### config.mk
export PLATFORM = sky130hd
export DESIGN_NAME = iterative_rotator
export DESIGN_NICKNAME = d
export VERILOG_FILES = /design/src/rtl/iterative_rotator.sv
export SDC_FILE = /design/constraint.sdc
export NUM_CORES = 1
export LEC_CHECK = 0
export ABC_AREA = 0
export BUFFER_PORTS_ARGS = -buffer_cell sky130_fd_sc_hd__buf_2
export CAP_MARGIN = 20
export CORE_UTILIZATION = 50
export CTS_BUF_LIST = sky130_fd_sc_hd__clkbuf_8
export CTS_CLUSTER_SIZE = 10
export DETAILED_ROUTE_END_ITERATION = 8
export PLACE_DENSITY = 0.74
export SLEW_MARGIN = 0
export SYNTH_ARGS = -nofsm -noshare
export SYNTH_HDL_FRONTEND = slang
export SYNTH_SLANG_ARGS = --single-unit
export TNS_END_PERCENT = 50
### constraint.sdc
create_clock -name clk -period 5.05 [get_ports clk]
set_input_delay 0.7575 -clock clk [delete_from_list [all_inputs] [get_ports clk]]
set_output_delay 0.7575 -clock clk [all_outputs]
set_load 0.05 [all_outputs]
### src/rtl/iterative_rotator.sv
// Multi-cycle rotator: rotates an N-bit word by 0..N-1 using a 0-3 position step per clock.
// Optional macro ITERATIVE_ROTATOR_BACK_TO_BACK_EN lets a new request be accepted during the output handshake.
module iterative_rotator #(
  parameter int N  = 8,
  parameter int AW = $clog2(N)
) (
  input  logic          clk,
  input  logic          nReset,
  input  logic          inValid,
  output logic          inReady,
  input  logic [N-1:0]  inData,
  input  logic [AW-1:0] inAmount,
  input  logic          inDir,
  output logic          outValid,
  input  logic          outReady,
  output logic [N-1:0]  outData,
  output logic          busy
);

  typedef enum logic [1:0] {IDLE, ROTATE, DONE} state_t;

  state_t        state, state_next;
  logic [N-1:0]  data, data_next;
  logic [AW-1:0] remaining, remaining_next;
  logic          dir, dir_next;
  logic          out_valid_q, busy_q;
  logic          accept;
  logic [1:0]    step;

  // Rotate by 0..3; indices wrap naturally because N is a power of two.
  function automatic logic [N-1:0] rot_step(input logic [N-1:0] x,
                                            input logic [1:0]   k,
                                            input logic         left);
    logic [N-1:0]  r;
    logic [AW-1:0] src;
    r = '0;
    for (int i = 0; i < N; i++) begin
      src  = left ? (AW'(i) - AW'(k)) : (AW'(i) + AW'(k));
      r[i] = x[src];
    end
    return r;
  endfunction

  assign step = (remaining >= AW'(3)) ? 2'd3 : remaining[1:0];

`ifdef ITERATIVE_ROTATOR_BACK_TO_BACK_EN
  assign inReady = nReset && ((state == IDLE) || ((state == DONE) && outReady));
`else
  assign inReady = nReset && (state == IDLE);
`endif

  assign accept   = inValid && inReady;
  assign outValid = out_valid_q;
  assign outData  = data;
  assign busy     = busy_q;

  always_comb begin
    state_next     = state;
    data_next      = data;
    remaining_next = remaining;
    dir_next       = dir;
    case (state)
      ROTATE: begin
        data_next      = rot_step(data, step, dir);
        remaining_next = remaining - AW'(step);
        if (remaining_next == '0) state_next = DONE;
      end
      DONE: begin
        if (outReady) state_next = IDLE;
      end
      default: ;
    endcase
    // A load can only occur in IDLE, or in DONE when back-to-back mode is on.
    if (accept) begin
      data_next      = inData;
      remaining_next = inAmount;
      dir_next       = inDir;
      state_next     = (inAmount == '0) ? DONE : ROTATE;
    end
  end

  always_ff @(posedge clk) begin
    if (!nReset) begin
      state       <= IDLE;
      data        <= '0;
      remaining   <= '0;
      dir         <= 1'b0;
      out_valid_q <= 1'b0;
      busy_q      <= 1'b0;
    end else begin
      state       <= state_next;
      data        <= data_next;
      remaining   <= remaining_next;
      dir         <= dir_next;
      out_valid_q <= (state_next == DONE);
      busy_q      <= (state_next != IDLE);
    end
  end

endmodule

Word level (Yosys, flattened, before mapping):

Cells that the tools add are included.

* bits in registers: 16
* input bits: 16
* output and inout bits: 11
* word-level logic and storage cells: 75

* add/sub/neg operators: 16
* order comparisons: 9
* equality and inequality tests: 3
* multiplexer cells: 34
* reductions and logical operators: 7

Operator list (count)
* $lt 3x4->1 const B: 8
* $mux 3: 10
* $bmux 1 s3: 8
* $mux 8: 2
* $add 3x2->3 const A: 4
* $sub 3x2->3 const A: 4
* $mux 2: 5
* $mux 1: 8
* $add 2x2->3 const A: 2
* $logic_not 3->1: 2
* $sub 1x2->3 const A: 2
* $sub 2x2->3 const A: 2
* $eq 2x2->1 const B: 2
* $pmux 2 s2: 1
* $reduce_bool 2->1: 2
* $add 1x2->3 const A: 1
* $ge 3x2->1 const B: 1
* $sub 3x2->3: 1
* $eq 2x1->1 const B: 1
* $logic_and 1x1->1: 2
* $logic_not 2->1: 1

Longest topological paths before layout:

Gate-level depths: netlist (run 1).

* depth in word-level cells: 8
* gate-level depth with buffers: 9
* mapped depth without buffers: 8

Least setup slack after synthesis (run 1):

OpenSTA, ideal clock, no wires.

* path type: flip-flop to flip-flop
* from: register remaining[2]
* to: register data[4] (netlist: outData[4])
* arrival time: 2.012 ns
* data required time: 4.927 ns
* slack: 2.915 ns
* cell stages (with the launch flop): 10
* path buffers: 1
* cells stage by stage: dfxtp_1 > buf_6 > nor2_8 > inv_2 > ha_1 > inv_1 > a21oi_1 > mux4_2 > mux2i_1 > o22ai_1

* longest elaborated chain between the ends: 8

Ends and longest elaborated chain
* start: declaration: RTL line 24 `logic [AW-1:0] remaining, remaining_next;`
* start signal: assignment: RTL line 93 `remaining <= remaining_next;`
* $ge 3x2->1 *: RTL line 44 `assign step = (remaining >= AW'(3)) ? 2'd3 : remaining[1:0];`
* $mux 2 *: RTL line 44
* $add 3x2->3 / $sub 3x2->3 (equally long branches): RTL line 38 `src = left ? (AW'(i) - AW'(k)) : (AW'(i) + AW'(k));`
* $mux 3 *: RTL line 38
* $bmux 1 s3 *: RTL line 39 `r[i] = x[src];`
* $mux 1 (implied by the code) *: RTL line 39
* $mux 8 *: RTL line 62 `case (state)`
* $mux 8 *: RTL line 74 `if (accept) begin`
* end signal: assignment: RTL line 92 `data <= data_next;`
* end: declaration: RTL line 23 `logic [N-1:0] data, data_next;`

Every way passes the cells marked *; elsewhere a longest branch is shown, timed or not. The select of a mux whose other input is x is not followed.
A chain may end at the register's enable or synchronous reset.

Final worst setup path (run 1):

* from: register remaining[2]
* to: register data[7] (netlist: outData[7])

The elaborated chain is that of the path after synthesis.

==> results of run 1 <==
[cells by family (layout without fill, tap and decap cells)]
group,Yosys count,after routing,synth area share
AOI/OAI and AO/OA,34,34,0.1742
buffers and inverters,17,41,0.06406
DFF,16,16,0.2563
adders and majority gates,6,6,0.06006
xor gates and xnor gates,1,1,0.007008
muxes,18,18,0.2563
and+or+nand+nor,38,38,0.1822
[path summary, 6_finish.rpt]
| check | start | end | slack [ns] | depth (start not counted) |
|---|---|---|---|---|
| setup / recovery | remaining[2]$_SDFFE_PN0P_ | outData[7]$_SDFFE_PN0P_ | 2.62 | 7 |
| hold / removal | state[0]$_SDFF_PN0_ | state[0]$_SDFF_PN0_ | 0.54 | 2 |
| setup reg to reg | remaining[2]$_SDFFE_PN0P_ | outData[7]$_SDFFE_PN0P_ | 2.62 | 7 |
| hold reg to reg | state[0]$_SDFF_PN0_ | state[0]$_SDFF_PN0_ | 0.54 | 2 |
[registers in the layout, indices dropped and copies added (netlist names)]
name,cells
busy,1
dir,1
outData,8
outValid,1
remaining,3
state,2
[layer usage]
metal  vias up  track usage  part of all wire
met5         -            0                 0
met4         0       0.1036             0.022
met3         9      0.06433             0.089
met2        57       0.3526              0.43
met1       506       0.3432              0.46
li1        543            -                 -
[per-stage QoR]
step                        util  worst slack [ns]  area [um2]
after global placement    0.6047             2.671        1376
after detailed placement  0.6047             2.628        1376
final                     0.6289             2.625        1431
after global routing      0.6289             2.515        1431
after CTS                 0.6289             2.654        1431
after floorplan                -             2.915        1250
[placed cells by master, fill, tap and decap left out, types with 4 or more instances in the layout]
cell      netlist  layout
a21oi_1         9       9
buf_2           1      26
clkbuf_8        0       4
dfxtp_1        16      16
ha_1            6       6
inv_1           9       9
mux2i_1         8       8
mux4_1          4       4
mux4_2          6       6
nand2_1         8       8
nor2_1          8       8
nor3b_1         6       6
o21ai_0         5       5
o22ai_1         6       6
[synthesized netlist by cell type (all sizes together), types with 2 or more instances]
master / instances
a21oi: 10
mux4: 10
nand2: 8
dfxtp: 16
o311ai: 2
mux2i: 8
nand3: 2
buf: 4
o22ai: 6
a21boi: 2
a211oi: 2
o211ai: 2
inv: 11
or3b: 3
nor3: 3
nor3b: 6
o31ai: 2
o21ai: 6
ha: 6
nor2: 9
clkbuf: 2
nand2b: 2
[final cells by class]
cell class	instances	area, um2
fillers	198	844.6
clock buffers	4	55.05
multi-input cells	97	849.6
well taps	28	35.03
repair buffers	26	130.1
flip-flops and latches	16	320.3
inverters	11	41.29
[worst register-to-register path, delay by kind of cell, from the launching register on]
family	cells	cell delay, ns
multiplexers	2	0.87
flip-flops	1	0.59
AO/OA/AOI/OAI	2	0.33
adder cells (fa/ha/maj)	1	0.28
buffers and inverters	1	0.16
AND/OR/NAND/NOR	1	0.09
[where the power goes]
| group | total [mW] | switching (mW) | internal [mW] |
|---|---|---|---|
| Clock | 0.119 | 0.0500 | 0.0693 |
| Sequential | 0.170 | 0.0264 | 0.144 |
| Combinational | 0.250 | 0.147 | 0.103 |
==> qor.csv, run 1 <==
metric,value,unit
status,finished clean,
drt_wl_total,2911,um
skew,0.004231,ns
place_congestion,0.9225,
synth_cell_type_count,39,
path_clk_slew,0.07,ns
placed_cells,178,
core,2276,um2
grt-ovfl-total,0,
grt_pass1_vias,1040,
dp_hpwl,2105,um
critPathLaunchType,flip-flop,
grt_max_degree,22,
yosysSeqAreaShare,0.2563,
power,0.5392,mW
rsz0062_at_grt,false,
post_cts_buffers,0,
synthCells,130,
holdWs,0.5438,ns
detail-route-antenna-nets,0,
via_per_inst,6.126,
fp.dieH,52,um
cts_root_buffer,clkbuf_8,
end_kind,flip-flop,
clockBufferDepth,2,
cts_sinks,16,
worst_pin_slew,0.6876,ns
die_area,2704,um2
drc,0,
drive_gt1_frac,0.2792,
synth_area_leaders,"dfxtp_1 (26%), mux4_2 (11%), mux4_1 (8.4%)",
ys_warn_count,0,
period_minus_slack,2.425,ns
start_util,0.5492,
die_w,52,um
cp_max_fo,9,
synthArstFlopShare,0,
wire_per_inst,15.99,um
ctsResizeCount,0,
crit_family,multiplexers,
synth-seq-cells,16,
fmax,412.3,MHz
max-slew-margin-rel,0.5416,
synth_top_cell_by_area,dfxtp_1,
firstDrtPassIters,4,
power.density,376.7,nW/um2
grt_pass1_wl,4809,um
vias,1115,
hold_buffers,0,
p_leak,0.6320,nW
finalSetupViolCount,0,
synth_top_area_share,0.2563,
pin_count,27,
final_hold_viol_count,0,
h-tree-depth,1,
instances_no_fill,182,
maxCapViolCount,0,
fin_tns_setup,0,ns
period_share,0.4803,
path_buf_inv,1,
syn_area_per_cell,9.615,um2
syn2layout_area_growth,14.51,%
arrival,2.57,ns
drtIter0Drc,42,
max_stage_delay,0.65,ns
crit_chain,nor2_8 > inv_2 > ha_1 > o21ai_2 > mux4_1 > mux2i_1 > o22ai_1,
cts_tree,yes,
min_path_type,reg -> reg,
num_rows,17,
critPathKind,reg -> reg,
cts_made_buffers,3,
synth-main-ff-cell,dfxtp_1,
antenna_cells,0,
timing.critical_path.slowest_stage_cell,mux4_1,
nets,177,
vdd_drop_max,0.0002124,V
synth_edf_count,0,
track_usage,0.2450,
antenna_found_initial,0,
io_buffers,26,
crit_required,5.19,ns
synth_nets,152,
worst_skew_pair.late_latency,0.26,ns
final_max_slew_viol_count,0,
syn_area,1250,um2
Power figures use the tool's default switching activity.
==> run 2: changes to the inputs <==
Settings changed: PLACE_DENSITY 0.74 to 0.77.
Clock period 5.05 ns to 2.12 ns, I/O delays scaled along.
==> run 2 against run 1 <==
  * Clock power up 92%
  * Largest power group unchanged
  * Maximum frequency up 17%
  * Highest routed layer unchanged
  * Total power up 140%
  * Cell count up 3.8%
  * Critical path depth unchanged
  * Clock skew down 0.0028 ns
  * Sequential share of layout area down 0.91 points
  * Die area unchanged
  * Final area up 4.6%
  * Global-route usage up 3.8 points
  * Critical endpoint unchanged
==> qor.csv, run 2 (synthesis results as in run 1) <==
metric,value,unit,change
status,finished clean,,unchanged
cts_tree,yes,,unchanged
fillers,188,,was 198
rsz0062_at_grt,false,,unchanged
place_congestion,0.9137,,was 0.9225
vias,1148,,was 1115
wl_met3,140,um,was 260 um
start_util,0.5492,,unchanged
critPathKind,reg -> reg,,unchanged
intPower,0.7573,mW,was 0.3155 mW
top_layer_used,met4,,unchanged
worst_pin_slew,0.4521,ns,was 0.6876 ns
path_clk_slew,0.06,ns,was 0.07 ns
track_usage,0.2831,,was 0.2450
final_max_slew_viol_count,0,,unchanged
fmax,481.7,MHz,was 412.3 MHz
reg2reg_slack,0.04,ns,was 2.62 ns
worst_skew_pair.late_latency,0.25,ns,was 0.26 ns
min_path_type,in -> reg,,was reg -> reg
maxCapViolCount,0,,unchanged
core,2276,um2,unchanged
die_w,52,um,unchanged
end_kind,flip-flop,,unchanged
num_rows,17,,unchanged
vdd_drop_max,0.0005471,V,was 0.0002124 V
power.density,871.7,nW/um2,was 376.7 nW/um2
final_common_cell,buf_2,,unchanged
skew,0.001452,ns,was 0.004231 ns
cts_root_buffer,clkbuf_8,,unchanged
fp.dieH,52,um,unchanged
power,1.305,mW,was 0.5392 mW
cts_made_buffers,3,,unchanged
max-slew-margin-rel,0.6960,,was 0.5416
wire_per_inst,17.10,um,was 15.99 um
met1_length,1414,um,was 1326 um
stdcell_area,1498,um2,was 1431 um2
grt_pass1_vias,1148,,was 1040
p_switching,0.5481,mW,was 0.2237 mW
dr_wl_met2,1603,um,was 1258 um
post_cts_buffers,0,,unchanged
layout_common_cells,"buf_2 (26), dfxtp_1 (15), inv_1 (9)",,"was buf_2 (26), dfxtp_1 (16), inv_1 (9), a21oi_1 (9)"
drive_gt1_frac,0.3292,,was 0.2792
grt_max_degree,18,,was 22
swShare,0.4199,,was 0.4148
syn2layout_area_growth,19.82,%,was 14.51%
grt-ovfl-total,0,,unchanged
combPwrFrac,0.519,,was 0.464
cp_max_fo,3,,was 9
placed_cell_area,1440,um2,was 1376 um2
p_seq_frac,0.307,,was 0.315
period_share,0.9793,,was 0.4803
detail-route-antenna-nets,0,,unchanged
die_area,2704,um2,unchanged
h-tree-depth,1,,unchanged
critPathLaunchType,flip-flop,,unchanged
largest_reg_flops,8,,unchanged
nets,185,,was 177
finalSetupViolCount,0,,unchanged
cts_sinks,16,,unchanged
holdWs,0.2594,ns,was 0.5438 ns
via_per_inst,6.074,,was 6.126
firstDrtPassIters,5,,was 4
drt_wl_total,3232,um,was 2911 um
period_minus_slack,2.076,ns,was 2.425 ns
p_leak,0.6692,nW,was 0.6320 nW
clockBufferDepth,2,,unchanged
drtIter0Drc,48,,was 42
drc,0,,unchanged
antenna_found_initial,0,,unchanged
crit_required,2.26,ns,was 5.19 ns
arrival,2.21,ns,was 2.57 ns
final_hold_viol_count,0,,unchanged
power.share.clock,0.175,,was 0.221
dp_hpwl,2410,um,was 2105 um
antenna_cells,0,,unchanged
fin_tns_setup,0,ns,unchanged
io_buffers,26,,unchanged
pin_count,27,,unchanged
grt_pass1_wl,5451,um,was 4809 um
## run 2: layer usage
metal,GRT usage,up-vias
li1,-,549
met1,0.3732,546
met2,0.4637,41
met3,0.04094,12
met4,0.1081,0
met5,0,-
## run 2: power by group through the flow
stage	Sequential, mW	Combinational, mW	Clock [mW]
after floorplan	0.468	0.416	0
final	0.400	0.677	0.228
after global routing	0.406	0.730	0.247
after detailed placement	0.402	0.654	0
after CTS	0.396	0.664	0.234
after global placement	0.398	0.631	0
## run 2: timing repair
action,CTS,global route
pin swaps,0,1
setup endpoints to repair,1,8
hold buffers,0,0
gates resized for setup,1,4
## run 2: final cells by class
class,count,area (um2),area share
inverter,11,41.29,0.02757
clock buffer,3,41.29,0.02757
sequential,16,321.6,0.2147
timing repair buffer,34,190.2,0.1270
tap,28,35.03,0.02339
multi-input combinational,97,868.3,0.5798
## run 2: critical path, cell delays in order, from the launching register on
cell and delay [ns]:
dfxtp_1 0.38, nor2_8 0.13, inv_2 0.04, ha_1 0.30, o21ai_2 0.16, mux4_1 0.62, mux2i_1 0.22, o22ai_1 0.10
## run 2: path summary, 6_finish.rpt
check                                  from                 endpoint  cells after the start
hold reg to reg         state[0]$_SDFF_PN0_      state[0]$_SDFF_PN0_                      2
hold / removal                        inDir         dir$_SDFFE_PN0P_                      3
setup reg to reg  remaining[0]$_SDFFE_PN0P_  outData[7]$_SDFFE_PN0P_                      7
setup / recovery  remaining[0]$_SDFFE_PN0P_  outData[7]$_SDFFE_PN0P_                      7
## run 2: stage by stage
stage                     utilization  cells  worst slack (ns)
final                          0.6581    189           0.04382
after global routing           0.6581    189          0.002777
after CTS                      0.6520    189           0.03063
after detailed placement       0.6328    186           0.03388
after global placement         0.6328    186            0.1089
after floorplan                     -    130           0.04490
==> run 3: changes to the inputs <==
Settings changed: PLACE_DENSITY 0.77 to 0.82.
==> run 3 against run 2 <==
  * Utilization decreased by 0.38 points
  * First-iteration DRC count fell by 38%
  * Maximum frequency is 4.0% higher
  * Setup slack gained 0.080 ns
  * Combinational power decreased by 1%
  * Routed wire length fell by 5.2%
  * Global-route usage shrank 3.1 points
  * Non-clock buffer count up 1
  * Cell count is 0.53% higher
  * Critical endpoint is now outData[0]$_SDFFE_PN0P_
  * Largest cell class unchanged
==> qor.csv, run 3 (synthesis results as in run 1) <==
metric,value,unit,change
antenna_cells,0,,unchanged
vdd_drop_max,0.0005499,V,was 0.0005471 V
worst_pin_slew,0.3956,ns,was 0.4521 ns
cts_sinks,16,,unchanged
detail-route-antenna-nets,0,,unchanged
end_kind,flip-flop,,unchanged
clockBufferDepth,2,,unchanged
final_core_util,0.6542,,was 0.6581
cts_made_buffers,3,,unchanged
layout_common_cells,"buf_2 (26), dfxtp_1 (15), inv_1 (9), buf_4 (9)",,"was buf_2 (26), dfxtp_1 (15), inv_1 (9)"
core,2276,um2,unchanged
drtIter0Drc,30,,was 48
min_path_type,in -> reg,,unchanged
io_buffers,26,,unchanged
cp_max_fo,5,,was 3
syn2layout_area_growth,19.12,%,was 19.82%
maxCapViolCount,0,,unchanged
crit_chain,nor2_2 > inv_1 > ha_1 > inv_1 > a21oi_2 > mux4_2 > mux2i_1 > o22ai_1,,was nor2_8 > inv_2 > ha_1 > o21ai_2 > mux4_1 > mux2i_1 > o22ai_1
status,finished clean,,unchanged
timing.critical_path.slowest_stage_cell,mux4_2,,was mux4_1
holdWs,0.2559,ns,was 0.2594 ns
drc,0,,unchanged
skew,0.001762,ns,was 0.001452 ns
antenna_found_initial,0,,unchanged
dp_hpwl,2360,um,was 2410 um
final_hold_viol_count,0,,unchanged
cts_root_buffer,clkbuf_8,,unchanged
worst_skew_pair.late_latency,0.25,ns,about the same
h-tree-depth,1,,unchanged
firstDrtPassIters,4,,was 5
path_clk_slew,0.06,ns,about the same
cp_common_cell,inv_1,,
pin_count,27,,unchanged
wire_per_inst,16.12,um,was 17.10 um
via_per_inst,6.121,,was 6.074
die_w,52,um,unchanged
track_usage,0.2522,,was 0.2831
grt-ovfl-total,0,,unchanged
crit_required,2.25,ns,was 2.26 ns
max_stage_delay,0.54,ns,was 0.62 ns
fmax,500.9,MHz,was 481.7 MHz
final_common_cell,buf_2,,unchanged
max-slew-margin-rel,0.7340,,was 0.6960
hold_buffers,0,,unchanged
grt_max_degree,15,,was 18
fp.dieH,52,um,unchanged
largest_reg_flops,8,,unchanged
final_max_slew_viol_count,0,,unchanged
num_rows,17,,unchanged
vias,1163,,was 1148
start_util,0.5492,,unchanged
critPathLaunchType,flip-flop,,unchanged
power.density,868.7,nW/um2,was 871.7 nW/um2
place_congestion,0.8723,,was 0.9137
finalSetupViolCount,0,,unchanged
period_minus_slack,1.996,ns,was 2.076 ns
die_area,2704,um2,unchanged
fillers,183,,was 188
arrival,2.13,ns,was 2.21 ns
critPathKind,reg -> reg,,unchanged
grt_pass1_wl,4933,um,was 5451 um
period_share,0.9417,,was 0.9793
drt_wl_total,3063,um,was 3232 um
nets,186,,was 185
drive_gt1_frac,0.3395,,was 0.3292
grt_pass1_vias,1075,,was 1148
p_leak,0.6637,nW,was 0.6692 nW
cts_tree,yes,,unchanged
[run 3: final cells by class]
cell class | instances | area [um2] | area share
repair buffers | 35 | 197.7 | 0.1328
multi-input cells | 97 | 852.1 | 0.5723
flip-flops and latches | 16 | 321.6 | 0.2160
well taps | 28 | 35.03 | 0.02353
clock buffers | 3 | 41.29 | 0.02773
inverters | 11 | 41.29 | 0.02773
[run 3: through the flow]
stage | TNS, ns | instances | instance area [um2] | worst slack [ns] | power, mW
after CTS | 0 | 190 | 1489 | 0.01645 | 1.285
after global placement | 0 | 187 | 1448 | 0.1423 | 1.030
final | 0 | 190 | 1489 | 0.1237 | 1.293
after floorplan | 0 | 130 | 1254 | 0.04490 | 0.8840
after detailed placement | 0 | 187 | 1448 | 0.04416 | 1.059
after global routing | -0.005548 | 190 | 1489 | -0.005548 | 1.367
[run 3: where the power goes]
| group | leakage, nW | switching (mW) | total, mW | internal, mW |
|---|---|---|---|---|
| clock | 0.0216 | 0.0997 | 0.226 | 0.126 |
| combinational | 0.510 | 0.377 | 0.668 | 0.291 |
| sequential | 0.132 | 0.0570 | 0.400 | 0.343 |
[run 3: critical path: cells and delay by family (launching register included)]
family	cells	cell delay (ns)
AND/OR/NAND/NOR	1	0.14
flip-flops	1	0.35
multiplexers	2	0.70
adder cells (fa/ha/maj)	1	0.30
buffers and inverters	2	0.12
AO/OA/AOI/OAI	2	0.27
[run 3: path summary, 6_finish.rpt]
kind | from | end | slack, ns | depth (start not counted)
min | inDir | dir$_SDFFE_PN0P_ | 0.26 | 3
max | remaining[1]$_SDFFE_PN0P_ | outData[0]$_SDFFE_PN0P_ | 0.12 | 8
min reg2reg | state[0]$_SDFF_PN0_ | state[0]$_SDFF_PN0_ | 0.53 | 2
max reg2reg | remaining[1]$_SDFFE_PN0P_ | outData[0]$_SDFFE_PN0P_ | 0.12 | 8
[run 3: timing repair]
action	4_1_cts	5_1_grt
setup endpoints to repair	0	8
buffers inserted	0	0
resized for setup	0	4
endpoints found under the hold margin	0	0
[run 3: metal layers]
metal,share of wire,vias up,wire (um),GRT usage
met4,0.013,0,40,0.1081
li1,-,559,-,-
met5,0,-,0,0
met3,0.059,5,180,0.02339
met1,0.43,563,1322,0.3254
met2,0.50,36,1520,0.4252
